<file path="src/rtl/imm_gen_stage.sv">
// Decode-stage immediate generator: decodes RV32I/RV64I immediate formats and
// hands results to the ALU operand mux through a 2-entry valid/ready buffer.
module imm_gen_stage #(
  parameter int XLEN  = 32,
  parameter int TAG_W = 8
) (
  input  logic             clk,
  input  logic             rst_n,
  input  logic             flush,
  input  logic             in_valid,
  output logic             in_ready,
  input  logic [31:0]      in_instr,
  input  logic [TAG_W-1:0] in_tag,
  output logic             out_valid,
  input  logic             out_ready,
  output logic [XLEN-1:0]  out_imm,
  output logic [2:0]       out_fmt,
  output logic             out_illegal,
  output logic [TAG_W-1:0] out_tag,
  output logic [15:0]      illegal_cnt
);

  typedef enum logic [2:0] {
    FMT_R   = 3'd0,
    FMT_I   = 3'd1,
    FMT_S   = 3'd2,
    FMT_B   = 3'd3,
    FMT_U   = 3'd4,
    FMT_J   = 3'd5,
    FMT_SHI = 3'd6,
    FMT_ILL = 3'd7
  } fmt_e;

  typedef struct packed {
    logic [XLEN-1:0]  imm;
    fmt_e             fmt;
    logic             illegal;
    logic [TAG_W-1:0] tag;
  } entry_t;

  localparam logic [6:0] OP_IMM    = 7'b0010011;
  localparam logic [6:0] OP_IMM_32 = 7'b0011011;
  localparam logic [6:0] OP_LOAD   = 7'b0000011;
  localparam logic [6:0] OP_JALR   = 7'b1100111;
  localparam logic [6:0] OP_FENCE  = 7'b0001111;
  localparam logic [6:0] OP_SYSTEM = 7'b1110011;
  localparam logic [6:0] OP_STORE  = 7'b0100011;
  localparam logic [6:0] OP_BRANCH = 7'b1100011;
  localparam logic [6:0] OP_LUI    = 7'b0110111;
  localparam logic [6:0] OP_AUIPC  = 7'b0010111;
  localparam logic [6:0] OP_JAL    = 7'b1101111;
  localparam logic [6:0] OP_OP     = 7'b0110011;
  localparam logic [6:0] OP_OP_32  = 7'b0111011;

  // ---------------------------------------------------------------------------
  // Immediate decode
  // ---------------------------------------------------------------------------
  logic [6:0]      w_opcode;
  logic            w_is_shift;
  logic [31:0]     w_imm_i32, w_imm_s32, w_imm_b32, w_imm_u32, w_imm_j32;
  logic [XLEN-1:0] w_shamt, w_shamt_w;
  entry_t          w_entry;

  assign w_opcode   = in_instr[6:0];
  assign w_is_shift = (in_instr[14:12] == 3'b001) || (in_instr[14:12] == 3'b101);

  // Each format is first assembled as a sign-correct 32-bit value, then widened.
  assign w_imm_i32 = {{20{in_instr[31]}}, in_instr[31:20]};
  assign w_imm_s32 = {{20{in_instr[31]}}, in_instr[31:25], in_instr[11:7]};
  assign w_imm_b32 = {{19{in_instr[31]}}, in_instr[31], in_instr[7],
                      in_instr[30:25], in_instr[11:8], 1'b0};
  assign w_imm_u32 = {in_instr[31:12], 12'b0};
  assign w_imm_j32 = {{11{in_instr[31]}}, in_instr[31], in_instr[19:12],
                      in_instr[20], in_instr[30:21], 1'b0};

  assign w_shamt   = (XLEN == 64) ? XLEN'(in_instr[25:20]) : XLEN'(in_instr[24:20]);
  assign w_shamt_w = XLEN'(in_instr[24:20]);

  // NOTE: every field gets a default before the case so no path leaves one
  // unassigned, which would otherwise infer a latch.
  always_comb begin
    w_entry.imm     = '0;
    w_entry.fmt     = FMT_ILL;
    w_entry.illegal = 1'b1;
    w_entry.tag     = in_tag;
    case (w_opcode)
      OP_IMM: begin
        w_entry.illegal = 1'b0;
        if (w_is_shift) begin
          w_entry.fmt = FMT_SHI;
          w_entry.imm = w_shamt;
        end else begin
          w_entry.fmt = FMT_I;
          w_entry.imm = XLEN'($signed(w_imm_i32));
        end
      end
      OP_IMM_32: begin
        if (XLEN == 64) begin
          w_entry.illegal = 1'b0;
          if (w_is_shift) begin
            w_entry.fmt = FMT_SHI;
            w_entry.imm = w_shamt_w;
          end else begin
            w_entry.fmt = FMT_I;
            w_entry.imm = XLEN'($signed(w_imm_i32));
          end
        end
      end
      OP_LOAD, OP_JALR, OP_FENCE, OP_SYSTEM: begin
        w_entry.illegal = 1'b0;
        w_entry.fmt     = FMT_I;
        w_entry.imm     = XLEN'($signed(w_imm_i32));
      end
      OP_STORE: begin
        w_entry.illegal = 1'b0;
        w_entry.fmt     = FMT_S;
        w_entry.imm     = XLEN'($signed(w_imm_s32));
      end
      OP_BRANCH: begin
        w_entry.illegal = 1'b0;
        w_entry.fmt     = FMT_B;
        w_entry.imm     = XLEN'($signed(w_imm_b32));
      end
      OP_LUI, OP_AUIPC: begin
        w_entry.illegal = 1'b0;
        w_entry.fmt     = FMT_U;
        w_entry.imm     = XLEN'($signed(w_imm_u32));
      end
      OP_JAL: begin
        w_entry.illegal = 1'b0;
        w_entry.fmt     = FMT_J;
        w_entry.imm     = XLEN'($signed(w_imm_j32));
      end
      OP_OP: begin
        w_entry.illegal = 1'b0;
        w_entry.fmt     = FMT_R;
      end
      OP_OP_32: begin
        if (XLEN == 64) begin
          w_entry.illegal = 1'b0;
          w_entry.fmt     = FMT_R;
        end
      end
      default: ;
    endcase
  end

  // ---------------------------------------------------------------------------
  // 2-entry output buffer: r_head drives the outputs, r_tail holds the second
  // ---------------------------------------------------------------------------
  entry_t     r_head, r_tail;
  logic [1:0] r_count;
  logic       w_push, w_pop;

  assign in_ready  = (r_count != 2'd2);
  assign out_valid = (r_count != 2'd0);
  assign w_push    = in_valid && in_ready;
  assign w_pop     = out_valid && out_ready;

  // NOTE: the entry registers are reset as well as the count because the head
  // entry is the output port and must read as zero straight out of reset.
  always_ff @(posedge clk or negedge rst_n) begin
    if (!rst_n) begin
      r_count <= 2'd0;
      r_head  <= '0;
      r_tail  <= '0;
    end else if (flush) begin
      r_count <= 2'd0;
    end else begin
      case (r_count)
        2'd0: begin
          if (w_push) begin
            r_head  <= w_entry;
            r_count <= 2'd1;
          end
        end
        2'd1: begin
          if (w_push && w_pop) begin
            r_head <= w_entry;
          end else if (w_push) begin
            r_tail  <= w_entry;
            r_count <= 2'd2;
          end else if (w_pop) begin
            r_count <= 2'd0;
          end
        end
        default: begin
          // Full: in_ready is low, so only a pop can happen here.
          if (w_pop) begin
            r_head  <= r_tail;
            r_count <= 2'd1;
          end
        end
      endcase
    end
  end

  // Counts illegal pushes even in a flush cycle; flush never clears it.
  always_ff @(posedge clk or negedge rst_n) begin
    if (!rst_n) begin
      illegal_cnt <= 16'd0;
    end else if (w_push && w_entry.illegal && (illegal_cnt != 16'hFFFF)) begin
      illegal_cnt <= illegal_cnt + 16'd1;
    end
  end

  assign out_imm     = r_head.imm;
  assign out_fmt     = r_head.fmt;
  assign out_illegal = r_head.illegal;
  assign out_tag     = r_head.tag;

endmodule

</file>
<file path="config.mk">
export PLATFORM = sky130hd
export DESIGN_NAME = imm_gen_stage
export DESIGN_NICKNAME = d
export VERILOG_FILES = /design/src/rtl/imm_gen_stage.sv
export SDC_FILE = /design/constraint.sdc
export NUM_CORES = 1
export LEC_CHECK = 0
export ABC_AREA = 1
export BUFFER_PORTS_ARGS = -buffer_cell sky130_fd_sc_hd__buf_2
export CORE_MARGIN = 4
export CORE_UTILIZATION = 55
export CTS_CLUSTER_DIAMETER = 100
export CTS_CLUSTER_SIZE = 14
export DETAILED_ROUTE_END_ITERATION = 12
export MAX_ROUTING_LAYER = met4
export PLACE_DENSITY = 0.9
export SLEW_MARGIN = 15
export SYNTH_ARGS = -nofsm -noshare
export SYNTH_HDL_FRONTEND = slang
export SYNTH_SLANG_ARGS = --single-unit
</file>
<file path="constraint.sdc">
create_clock -name clk -period 2.2 [get_ports clk]
set_input_delay 0 -clock clk [delete_from_list [all_inputs] [get_ports clk]]
set_output_delay 0 -clock clk [all_outputs]
set_load 0.02 [all_outputs]
</file>
==> metrics.md, run 1 <==
| Metric | Value |
|---|---|
| Status | `finished, final reports clean` |
| Global route overflow | `0` |
| Mapped Cells | `775` |
| Share of layout cells above drive strength 1 | `18.5%` |
| Resize count post-CTS | `0` |
| Worst R2R Setup Slack | `0.26 ns` |
| YS warnings | `0` |
| Antenna diodes | `0` |
| Post-DR vias/cell | `5.25` |
| CP max FO | `17` |
| Reg power frac | `49.8%` |
| Max_slew headroom | `59.2%` |
| Post-DP HPWL | `9.44 mm` |
| Largest area contributor in the netlist | `dfrtp_1` |
| Post-synth net total | `821` |
| Worst EP arrival | `2.24 ns` |
| CP Cell Sequence | `ha_1 -> nand3_1 -> nor3_2 -> nand3_2 -> nand3_4 -> nand2_1 -> nand2_1` |
| Leak | `3.95 nW` |
| Post-synthesis sequential area ratio | `46.8%` |
| Footprint of the multi-input gates | `2630 µm²` |
| Finished Layout Cells | `1029` |
| Initial Util | `57.2%` |
| Routed WL | `13.9 mm` |
| Max Slew Vio Count | `0` |
| First-pass GRT wire length | `23.5 mm` |
| Routed Antenna Nets | `0` |
| Crit. Startpoint | `illegal_cnt[0]` |
| Largest net degree at the start of global routing | `59` |
| H-tree depth | `3` |
| WP data required | `2.50 ns` |
| Clk pin slew, worst setup/hold paths | `0.11 ns` |
| Layout Nets | `937` |
| Sequential Area | `2650 µm²` |
| FF+latch count, synth | `106` |
| Clock power frac | `22.5%` |
| PortBufs | `106` |
| Fin crit share | `88.0%` |
| CP max stage delay | `0.43 ns` |
| Critical Path Source Type | `flip-flop` |
| Synthesized cell area | `5670 µm²` |
| FILL cells | `829` |
| RSZ-0062 raised after global routing | `false` |
| CTS sink count | `106` |
| CP Capture Type | `flip-flop` |
| HP Class | `in2reg` |
| Layout Utilization | `68.4%` |
| Num CTS Buffers | `9` |
| Rows | `36` |
| Worst-Skew Late Latency | `0.37 ns` |
| P_int | `3.32 mW` |
| Top cells by area, synth | `dfrtp_1, nand2_1, nor2_1` |
| Final Skew | `0.0204 ns` |
| Via count | `5403` |
| Initial antenna violation count | `0` |
| Placer Congestion | `0.888` |
| Switching fraction of total power | `36.0%` |
| Die width | `110 µm` |
| Min Tclk post-route | `1.94 ns` |
| Final setup viols | `0` |
| Placed Cells | `988` |
| CTS tree | `yes` |
| Synth Area per Inst | `7.32 µm²` |
| CP Class | `reg2reg` |
| IO Pins | `107` |
| Crit-path slowest cell | `dfrtp_1` |
| Vias in the first global route | `5138` |
| Power per cell area | `764 nW/µm²` |
| Core ar. | `9910 µm²` |
| Post-CTS Hold Fix Bufs | `25` |
| Overall power | `5.18 mW` |
| DIE HEIGHT | `110 µm` |
| Die area | `12000 µm²` |
| Async SR Flop Fraction | `100%` |
| Setup Fix Bufs, Post-CTS | `0` |
| Fmax | `0.517 GHz` |
| Synth cell types | `34` |
| DRC viols | `0` |
| DR iter-0 viols | `533` |
| Total Routing Usage GR | `25.1%` |
| Number of max-cap violations | `0` |
| Clk buf depth | `2` |
| Area fraction of the dominant cell type after synthesis | `46.8%` |
| Setup TNS | `0 ns` |
| Final hold viol count | `0` |
| First-pass DRT Iterations | `5` |
| Max VDD drop | `0.436 mV` |
| Worst r2r src | `illegal_cnt[0]` |
| Combinational group share of total power | `27.6%` |
| Slew @ Worst Pin | `0.612 ns` |
| Hold_sp | `in_instr[9]` |
| Design Area, Final | `6780 µm²` |
| Cell mode on critical path | `nand2_1` |
| Post-synth EDFFs | `0` |
| Primary FF master, synth | `dfrtp_1` |
| Post-DP Area | `6340 µm²` |
| WL/cell | `13.6 µm` |
| CTS Root Cell | `clkbuf_8` |
| Area growth, synth to finish | `19.6%` |
| NetSw | `1.86 mW` |
[cells by family (layout without fill, tap and decap cells)]
| logic type | count (synthesis) | after routing | share of synthesized area, % |
|---|---|---|---|
| AO/OA/AOI/OAI | 102 | 102 | 9.42 |
| XOR/XNOR | 14 | 14 | 2.16 |
| adder cells (fa/ha/maj) | 1 | 1 | 0.221 |
| buffers and inverters | 96 | 217 | 7.04 |
| flip-flops | 106 | 106 | 46.8 |
| AND/OR/NAND/NOR | 456 | 456 | 34.4 |
[path summary, 6_finish.rpt]
check | endpoint | cells past startpoint
setup reg to reg | illegal_cnt[13] | 7
max in group asynchronous | r_tail[24] | 3
hold reg to reg | r_tail[5] | 2
hold / removal | r_tail[14] | 5
min in group asynchronous | illegal_cnt[7] | 2
setup / recovery | illegal_cnt[13] | 7
[power by group through the flow]
stage	sequential (mW)	combinational [mW]	clock, mW
detailed placement	2.62	1.40	0
global route	2.64	1.61	1.26
CTS	2.58	1.44	1.19
floorplan	2.83	0.680	0
global placement	2.60	1.36	0
finish	2.58	1.43	1.17
[critical path, delay by kind of cell (launching register included)]
family / cells / cell delay (ns)
AND/OR/NAND/NOR: 6 / 1.22
adder cells (fa/ha/maj): 1 / 0.21
flip-flops: 1 / 0.43
[state kept, by name, summed over array words and instances, names as in the netlist]
register	flops
r_tail	44
out_imm	32
illegal_cnt	16
out_tag	8
out_fmt	3
r_count	2
out_illegal	1
[cells in the mapped netlist (2+ instances only)]
cell type    n
a21oi_1     44
a31oi_1      9
buf_1        2
buf_2       10
buf_4        5
clkbuf_1    18
dfrtp_1    106
inv_1       48
inv_2       12
nand2_1    302
nand2_2      7
nand2_4      2
nand3_1     39
nand3b_1     3
nand4_1     18
nor2_1      72
nor2_2       3
nor2_4       4
o21a_1       2
o21ai_0     25
o21ai_1     19
xnor2_1      8
xor2_1       6
[placed cells by master (no fill, tap or decap), types with 2 or more instances in the layout]
cell type,instances
dlygate4sd3_1,25
buf_4,6
xnor2_1,8
dfrtp_1,106
nand2_1,301
buf_12,5
inv_8,2
inv_2,12
a21oi_1,44
clkinv_4,2
nand3_1,39
buf_2,105
nor2_1,72
nor2_2,2
o21ai_0,25
a31oi_1,9
nand4_1,18
nor2_4,5
inv_1,48
o21ai_1,19
nand2_4,2
nand3b_1,3
clkbuf_8,9
o21a_1,2
xor2_1,6
nand2_2,8
[routing by layer]
layer | up-vias | global-route usage, % | part of all wire, %
met5 | - | - | 0
met4 | 0 | 9.53 | 3.0
met3 | 40 | 4.17 | 5.7
met2 | 189 | 39.3 | 48
met1 | 2476 | 33.1 | 44
li1 | 2698 | - | -
[metrics by stage]
stage | hold slack (ns) | setup slack, ns
4_1_cts | 0.00904 | 0.268
5_1_grt | 0.0318 | 0.0429
3_3_place_gp | 0.0274 | 0.438
3_5_place_dp | 0.0246 | 0.296
6_report | 0.0132 | 0.264
2_1_floorplan | -0.296 | 0.452
[cell type report]
type | instances | share of cell area (%)
Clock buffer | 10 | 1.88
Clock inverter | 6 | 0.904
Timing Repair Buffer | 141 | 13.6
Multi-Input combinational cell | 573 | 38.7
Tap cell | 133 | 2.45
Inverter | 60 | 3.32
Sequential cell | 106 | 39.1
No activity file was read; power rests on OpenSTA's default activity.
==> run 2: changes to the inputs <==
==> constraint.sdc (replaced) <==
create_clock -name clk -period 2.2 [get_ports clk]
set_input_delay 0.22 -clock clk [delete_from_list [all_inputs] [get_ports clk]]
set_output_delay 0.22 -clock clk [all_outputs]
set_load 0.02 [all_outputs]
==> run 2 against run 1 <==
Effect of this change: design area fell by 3.8%; combinational power fell by 4%; critical path type unchanged; global-route usage fell by 1.1 points; die area did not move; core utilization fell by 2.6 points; clock power barely moved; largest power group unchanged; highest routed layer unchanged; count of clock-buffer cells in the layout fell by 1; critical path depth did not move; sequential power barely moved.
==> metrics.md, run 2 (synthesis gave the netlist of run 1 again) <==
| Metric | Value |
|---|---|
| Status | `finished, final reports clean (unchanged)` |
| H-tree depth | `3 (unchanged)` |
| CP max stage delay | `0.45 ns (was 0.43 ns)` |
| First-pass DRT Iterations | `5 (unchanged)` |
| Max FFs per register | `44 (unchanged)` |
| Final Skew | `0.0169 ns (was 0.0204 ns)` |
| Setup TNS | `0 ns (unchanged)` |
| Routed WL | `13.4 mm (was 13.9 mm)` |
| First-pass GRT wire length | `22.8 mm (was 23.5 mm)` |
| Critical Path Source Type | `flip-flop (unchanged)` |
| Post-DR vias/cell | `5.27 (was 5.25)` |
| RSZ-0062 raised after global routing | `false (unchanged)` |
| Initial antenna violation count | `1 (was 0)` |
| DRC viols | `0 (unchanged)` |
| CTS sink count | `106 (unchanged)` |
| CTS Root Cell | `clkbuf_8 (unchanged)` |
| Leak | `3.84 nW (was 3.95 nW)` |
| CP bufs+invs | `0 (unchanged)` |
| Final setup viols | `0 (unchanged)` |
| Die area | `12000 µm² (unchanged)` |
| CP Cell Sequence | `ha_1 -> nand3_1 -> nor3_2 -> nand3_2 -> nand3_4 -> nand2_1 -> nand2_1 (unchanged)` |
| Initial Util | `57.2% (unchanged)` |
| DR iter-0 viols | `415 (was 533)` |
| Reg with most FFs | `r_tail (unchanged)` |
| CP Capture Type | `flip-flop (unchanged)` |
| Final hold viol count | `0 (unchanged)` |
| IO Pins | `107 (unchanged)` |
| Post-DP HPWL | `9.10 mm (was 9.44 mm)` |
| Max VDD drop | `0.538 mV (was 0.436 mV)` |
| DIE HEIGHT | `110 µm (unchanged)` |
| Area growth, synth to finish | `15.0% (was 19.6%)` |
| Rows | `36 (unchanged)` |
| Max Slew Vio Count | `0 (unchanged)` |
| Clk pin slew, worst setup/hold paths | `0.12 ns (was 0.11 ns)` |
| Slew @ Worst Pin | `0.737 ns (was 0.612 ns)` |
| Global route overflow | `0 (unchanged)` |
| Placer Congestion | `0.960 (was 0.888)` |
| CTS tree | `yes (unchanged)` |
| Commonest cells after routing, fill and taps aside | `nand2_1, dfrtp_1, buf_2 (unchanged)` |
| Num CTS Buffers | `9 (unchanged)` |
| Fin crit share | `87.8% (was 88.0%)` |
| Worst-Skew Late Latency | `0.37 ns (about the same)` |
| Crit-path slowest cell | `dfrtp_1 (unchanged)` |
| Number of max-cap violations | `0 (unchanged)` |
| Clk buf depth | `2 (unchanged)` |
| Cell mode on critical path | `nand2_1 (unchanged)` |
| Layout Nets | `911 (was 937)` |
| Routed Antenna Nets | `0 (unchanged)` |
| HP Class | `in2reg (unchanged)` |
| Core ar. | `9910 µm² (unchanged)` |
| CP top delay family | `simple AND/OR/NAND/NOR gates (unchanged)` |
| WP data required | `2.50 ns (about the same)` |
| Share of layout cells above drive strength 1 | `19.0% (was 18.5%)` |
| Overall power | `5.14 mW (was 5.18 mW)` |
| Die width | `110 µm (unchanged)` |
| Vias in the first global route | `4826 (was 5138)` |
| Total Routing Usage GR | `24.1% (was 25.1%)` |
| Min Tclk post-route | `1.93 ns (was 1.94 ns)` |
| Via count | `5289 (was 5403)` |
| Fmax | `0.518 GHz (was 0.517 GHz)` |
| Max_slew headroom | `50.7% (was 59.2%)` |
| Power per cell area | `789 nW/µm² (was 764 nW/µm²)` |
| Setup Fix Bufs, Post-CTS | `0 (unchanged)` |
| Worst EP arrival | `2.23 ns (was 2.24 ns)` |
| PortBufs | `106 (unchanged)` |
| CP Class | `reg2reg (unchanged)` |
| Leading cell type in the layout, fill and taps excluded | `nand2_1 (unchanged)` |
| Largest net degree at the start of global routing | `72 (was 59)` |
| CP max FO | `17 (unchanged)` |
| FILL cells | `867 (was 829)` |
| WL/cell | `13.3 µm (was 13.6 µm)` |
run 2: where the power goes:
group,internal (mW),switching [mW],leakage (nW)
sequential,2.36,0.229,1.38
clock,0.444,0.736,0.100
combinational,0.482,0.891,2.36
total,3.28,1.86,3.84
run 2: tightest hold or removal path, delay by kind of cell:
kind | cells | cell delay (ns)
simple gates | 2 | 0.11
buf+inv | 1 | 0.09
run 2: layer usage:
| metal | global-route usage (%) | routed length [µm] | vias up |
|---|---|---|---|
| met3 | 4.46 | 880 | 17 |
| met1 | 33.1 | 5900 | 2447 |
| met2 | 37.7 | 6410 | 185 |
| met5 | - | 0 | - |
| li1 | - | - | 2640 |
| met4 | 5.25 | 195 | 0 |
run 2: worst paths after layout:
path                                start              end  slack, ns  cells past startpoint
max                        illegal_cnt[0]  illegal_cnt[11]       0.27                      7
min                             in_tag[3]        r_tail[3]       0.07                      3
max reg2reg                illegal_cnt[0]  illegal_cnt[11]       0.27                      7
min reg2reg                     r_tail[1]        r_tail[1]       0.48                      2
max in group asynchronous           rst_n       r_tail[24]       1.15                      3
min in group asynchronous           rst_n   illegal_cnt[8]       0.35                      2
run 2: area by class of cell:
| cell class | count | area [µm²] | share of cell area [%] |
|---|---|---|---|
| Clock inverter | 7 | 70.1 | 1.07 |
| Tap cell | 133 | 166 | 2.55 |
| Inverter | 60 | 225 | 3.45 |
| Multi-Input combinational cell | 573 | 2630 | 40.3 |
| Antenna cell | 1 | 2.50 | 0.0384 |
| Timing Repair Buffer | 115 | 653 | 10.0 |
| Sequential cell | 106 | 2650 | 40.7 |
| Clock buffer | 9 | 124 | 1.90 |
run 2: stage by stage:
stage	setup WS, ns	hold WS, ns	utilization [%]	cells	cell area (µm²)
after floorplan	0.452	-0.0756	-	775	5670
after global placement	0.374	0.202	63.7	986	6310
after detailed placement	0.327	0.211	63.7	986	6310
after CTS	0.269	0.0742	65.8	1003	6520
after global routing	0.0540	0.0703	65.8	1004	6520
final	0.269	0.0748	65.8	1004	6520
run 2: what timing repair did:
action	in CTS	in global routing
hold endpoints to repair	32	0
hold buffers	1	0
gates resized for setup	0	0
==> run 3: changes to the inputs <==
- ABC_AREA: 1 -> not set
- PLACE_DENSITY: 0.9 -> 0.8
==> run 3 against run 2 <==
Effect of this change: synthesized cell count shrank 26%; combinational power decreased by 18%; worst setup slack got worse by 0.0037 ns; clock power up 19%; clock skew fell by 0.0071 ns; global-route usage grew 1.9 points; critical path depth decreased by 2; register-to-register slack is essentially flat; area after synthesis down 3.6%; critical endpoint is now illegal_cnt[1]; largest cell class unchanged.
==> metrics.md, run 3 <==
| Metric | Value |
|---|---|
| Grt peak-use layer | `met2 (unchanged)` |
| Power per cell area | `780 nW/µm² (was 789 nW/µm²)` |
| Grt met1 use | `34.9% (was 33.1%)` |
| Setup Fix Bufs, Post-CTS | `0 (unchanged)` |
| Stages on the worst setup path | `5 (was 7)` |
| IO Pins | `107 (unchanged)` |
| Resize count post-CTS | `0 (unchanged)` |
| WL/cell | `17.7 µm (was 13.3 µm)` |
| FF+latch count, synth | `106 (unchanged)` |
| Post-synth EDFFs | `0 (unchanged)` |
| CP max stage delay | `0.45 ns (about the same)` |
| DIE HEIGHT | `108 µm (was 110 µm)` |
| Max VDD drop | `0.332 mV (was 0.538 mV)` |
| First-pass DRT Iterations | `6 (was 5)` |
| Synth cell count leaders | `dfrtp_1, nand2_1, o21ai_0, and3_1, a31oi_1 (was nand2_1, dfrtp_1, nor2_1, inv_1, a21oi_1)` |
| Status | `finished, final reports clean (unchanged)` |
| Placer Congestion | `0.912 (was 0.960)` |
| DR iter-0 viols | `426 (was 415)` |
| Post-DR vias/cell | `5.94 (was 5.27)` |
| Num CTS Buffers | `9 (unchanged)` |
| Top cells by area, synth | `dfrtp_1, nand2_1, o21ai_0 (was dfrtp_1, nand2_1, nor2_1)` |
| H-tree depth | `3 (unchanged)` |
| Routed Antenna Nets | `0 (unchanged)` |
| Synth cell types | `62 (was 34)` |
| Clk buf depth | `2 (unchanged)` |
| Slew @ Worst Pin | `1.05 ns (was 0.737 ns)` |
| Reg with most FFs | `r_tail (unchanged)` |
| Post-CTS Hold Fix Bufs | `1 (unchanged)` |
| Crit. Startpoint | `illegal_cnt[0] (unchanged)` |
| Fmax | `0.517 GHz (was 0.518 GHz)` |
| RSZ-0062 raised after global routing | `false (unchanged)` |
| Core ar. | `9730 µm² (was 9910 µm²)` |
| Post-DP HPWL | `9.73 mm (was 9.10 mm)` |
| Synth Area per Inst | `9.59 µm² (was 7.32 µm²)` |
| CP top delay family | `flip-flops (was simple AND/OR/NAND/NOR gates)` |
| Most frequent cell after synthesis | `dfrtp_1 (was nand2_1)` |
| DRC viols | `0 (unchanged)` |
| WP data required | `2.47 ns (was 2.50 ns)` |
| Final setup viols | `0 (unchanged)` |
| FILL cells | `839 (was 867)` |
| Worst R2R Setup Slack | `0.27 ns (about the same)` |
| Max Slew Vio Count | `0 (unchanged)` |
| Commonest cells after routing, fill and taps aside | `dfrtp_1, buf_2, nand2_1 (was nand2_1, dfrtp_1, buf_2)` |
| Final hold viol count | `0 (unchanged)` |
| Final Skew | `0.00982 ns (was 0.0169 ns)` |
| Routed WL | `14.1 mm (was 13.4 mm)` |
| Die area | `11600 µm² (was 12000 µm²)` |
| Critical Path Source Type | `flip-flop (unchanged)` |
| Largest area contributor in the netlist | `dfrtp_1 (unchanged)` |
| Worst-Skew Late Latency | `0.39 ns (was 0.37 ns)` |
| Rows | `36 (unchanged)` |
| Share of layout cells above drive strength 1 | `26.1% (was 19.0%)` |
| Initial antenna violation count | `0 (was 1)` |
| Max FFs per register | `44 (unchanged)` |
| CP Capture Type | `flip-flop (unchanged)` |
| Mapped Cells | `570 (was 775)` |
| HP Class | `in2reg (unchanged)` |
| CTS sink count | `106 (unchanged)` |
| CTS Root Cell | `clkbuf_8 (unchanged)` |
| Crit-path slowest cell | `dfrtp_1 (unchanged)` |
| Largest net degree at the start of global routing | `54 (was 72)` |
| Post-synthesis sequential area ratio | `48.5% (was 46.8%)` |
| PortBufs | `106 (unchanged)` |
| CP Cell Sequence | `ha_1 -> and3_1 -> a31oi_2 -> nand2_2 -> mux2_4 (was ha_1 -> nand3_1 -> nor3_2 -> nand3_2 -> nand3_4 -> nand2_1 -> nand2_1)` |
| Initial Util | `56.2% (was 57.2%)` |
| Clk pin slew, worst setup/hold paths | `0.10 ns (was 0.12 ns)` |
| CP max FO | `6 (was 17)` |
| Worst r2r src | `illegal_cnt[0] (unchanged)` |
| Crit path capture | `illegal_cnt[1] (was illegal_cnt[11])` |
| Synthesized cell area | `5470 µm² (was 5670 µm²)` |
| Min Tclk post-route | `1.93 ns (about the same)` |
| Overall power | `4.96 mW (was 5.14 mW)` |
| Post-place setup slack | `-0.00890 ns (was 0.327 ns)` |
| CP bufs+invs | `0 (unchanged)` |
| RR Endpoint | `illegal_cnt[1] (was illegal_cnt[11])` |
| Met3 Use GR | `5.04% (was 4.46%)` |
| Antenna diodes | `0 (was 1)` |
| Fin crit share | `87.9% (was 87.8%)` |
| Leak | `2.91 nW (was 3.84 nW)` |
| Design Area, Final | `6350 µm² (was 6520 µm²)` |
| CTS tree | `yes (unchanged)` |
| Via count | `4749 (was 5289)` |
| Worst EP arrival | `2.21 ns (was 2.23 ns)` |
| Met2 usage in global routing | `41.3% (was 37.7%)` |
| Global route overflow | `0 (unchanged)` |
| Async SR Flop Fraction | `100% (unchanged)` |
| Vias in the first global route | `4548 (was 4826)` |
| Final worst-path setup slack | `0.265 ns (was 0.269 ns)` |
| Number of max-cap violations | `0 (unchanged)` |
| YS warnings | `0 (unchanged)` |
| Total Routing Usage GR | `26.0% (was 24.1%)` |
| Post-DP Area | `6110 µm² (was 6310 µm²)` |
| R2R depth | `5 (was 7)` |
| CP Class | `reg2reg (unchanged)` |
| Area fraction of the dominant cell type after synthesis | `48.5% (was 46.8%)` |
| Area growth, synth to finish | `16.2% (was 15.0%)` |
| First-pass GRT wire length | `23.2 mm (was 22.8 mm)` |
| Die width | `108 µm (was 110 µm)` |
| Layout Nets | `707 (was 911)` |
| Max_slew headroom | `29.8% (was 50.7%)` |
| Post-synth net total | `616 (was 821)` |
| Primary FF master, synth | `dfrtp_1 (unchanged)` |
## run 3: cells by family after synthesis
family | synth area share [%]
and+or+nand+nor | 24.0
AOI/OAI and AO/OA | 17.8
DFF | 48.5
buffers and inverters | 4.53
xor gates and xnor gates | 2.86
muxes | 2.11
adders and majority gates | 0.229
## run 3: how the worst min path moves through the flow
| stage | start | to | slack (ns) | cells past startpoint |
|---|---|---|---|---|
| floorplan | rst_n | illegal_cnt[0] | -0.08 | 0 |
| global placement | rst_n | out_imm[15] | 0.22 | 1 |
| detailed placement | rst_n | out_imm[14] | 0.22 | 1 |
| CTS | flush | r_count[0] | 0.01 | 2 |
| global route | flush | r_count[1] | 0.02 | 2 |
| finish | flush | r_count[0] | 0.02 | 2 |
## run 3: stage by stage
step / cells / util (%) / hold slack (ns) / setup TNS (ns)
after detailed placement: 782 / 62.8 / 0.224 / -0.00890
after global routing: 799 / 65.3 / 0.0176 / 0
after CTS: 799 / 65.3 / 0.0148 / 0
after global placement: 782 / 62.8 / 0.221 / 0
final: 799 / 65.3 / 0.0199 / 0
after floorplan: 570 / - / -0.0756 / 0
## run 3: report_power, final
group / switching (mW) / internal (mW) / total, mW / leakage, nW
logic: 0.695 / 0.428 / 1.12 / 1.42
clock network: 0.712 / 0.689 / 1.40 / 0.118
registers: 0.209 / 2.23 / 2.43 / 1.37
## run 3: final cells by class
type                            instances  area, µm²  share of cell area, %
Clock buffer                           10        138                   2.17
Clock inverter                          6       95.1                   1.50
Multi-Input combinational cell        417       2570                   40.5
Inverter                                1       3.75                 0.0591
Tap cell                              133        166                   2.62
Timing Repair Buffer                  126        723                   11.4
Sequential cell                       106       2650                   41.8
## run 3: layer usage
layer,vias to the layer above,wire length (µm)
met2,195,7000
met1,2323,6020
li1,2208,-
met5,-,0
met3,23,916
met4,0,206
## run 3: worst register-to-register path, cell delays in order, from the launching register on
cell	delay (ns)
dfrtp_1	0.45
ha_1	0.33
and3_1	0.23
a31oi_2	0.37
nand2_2	0.14
mux2_4	0.32
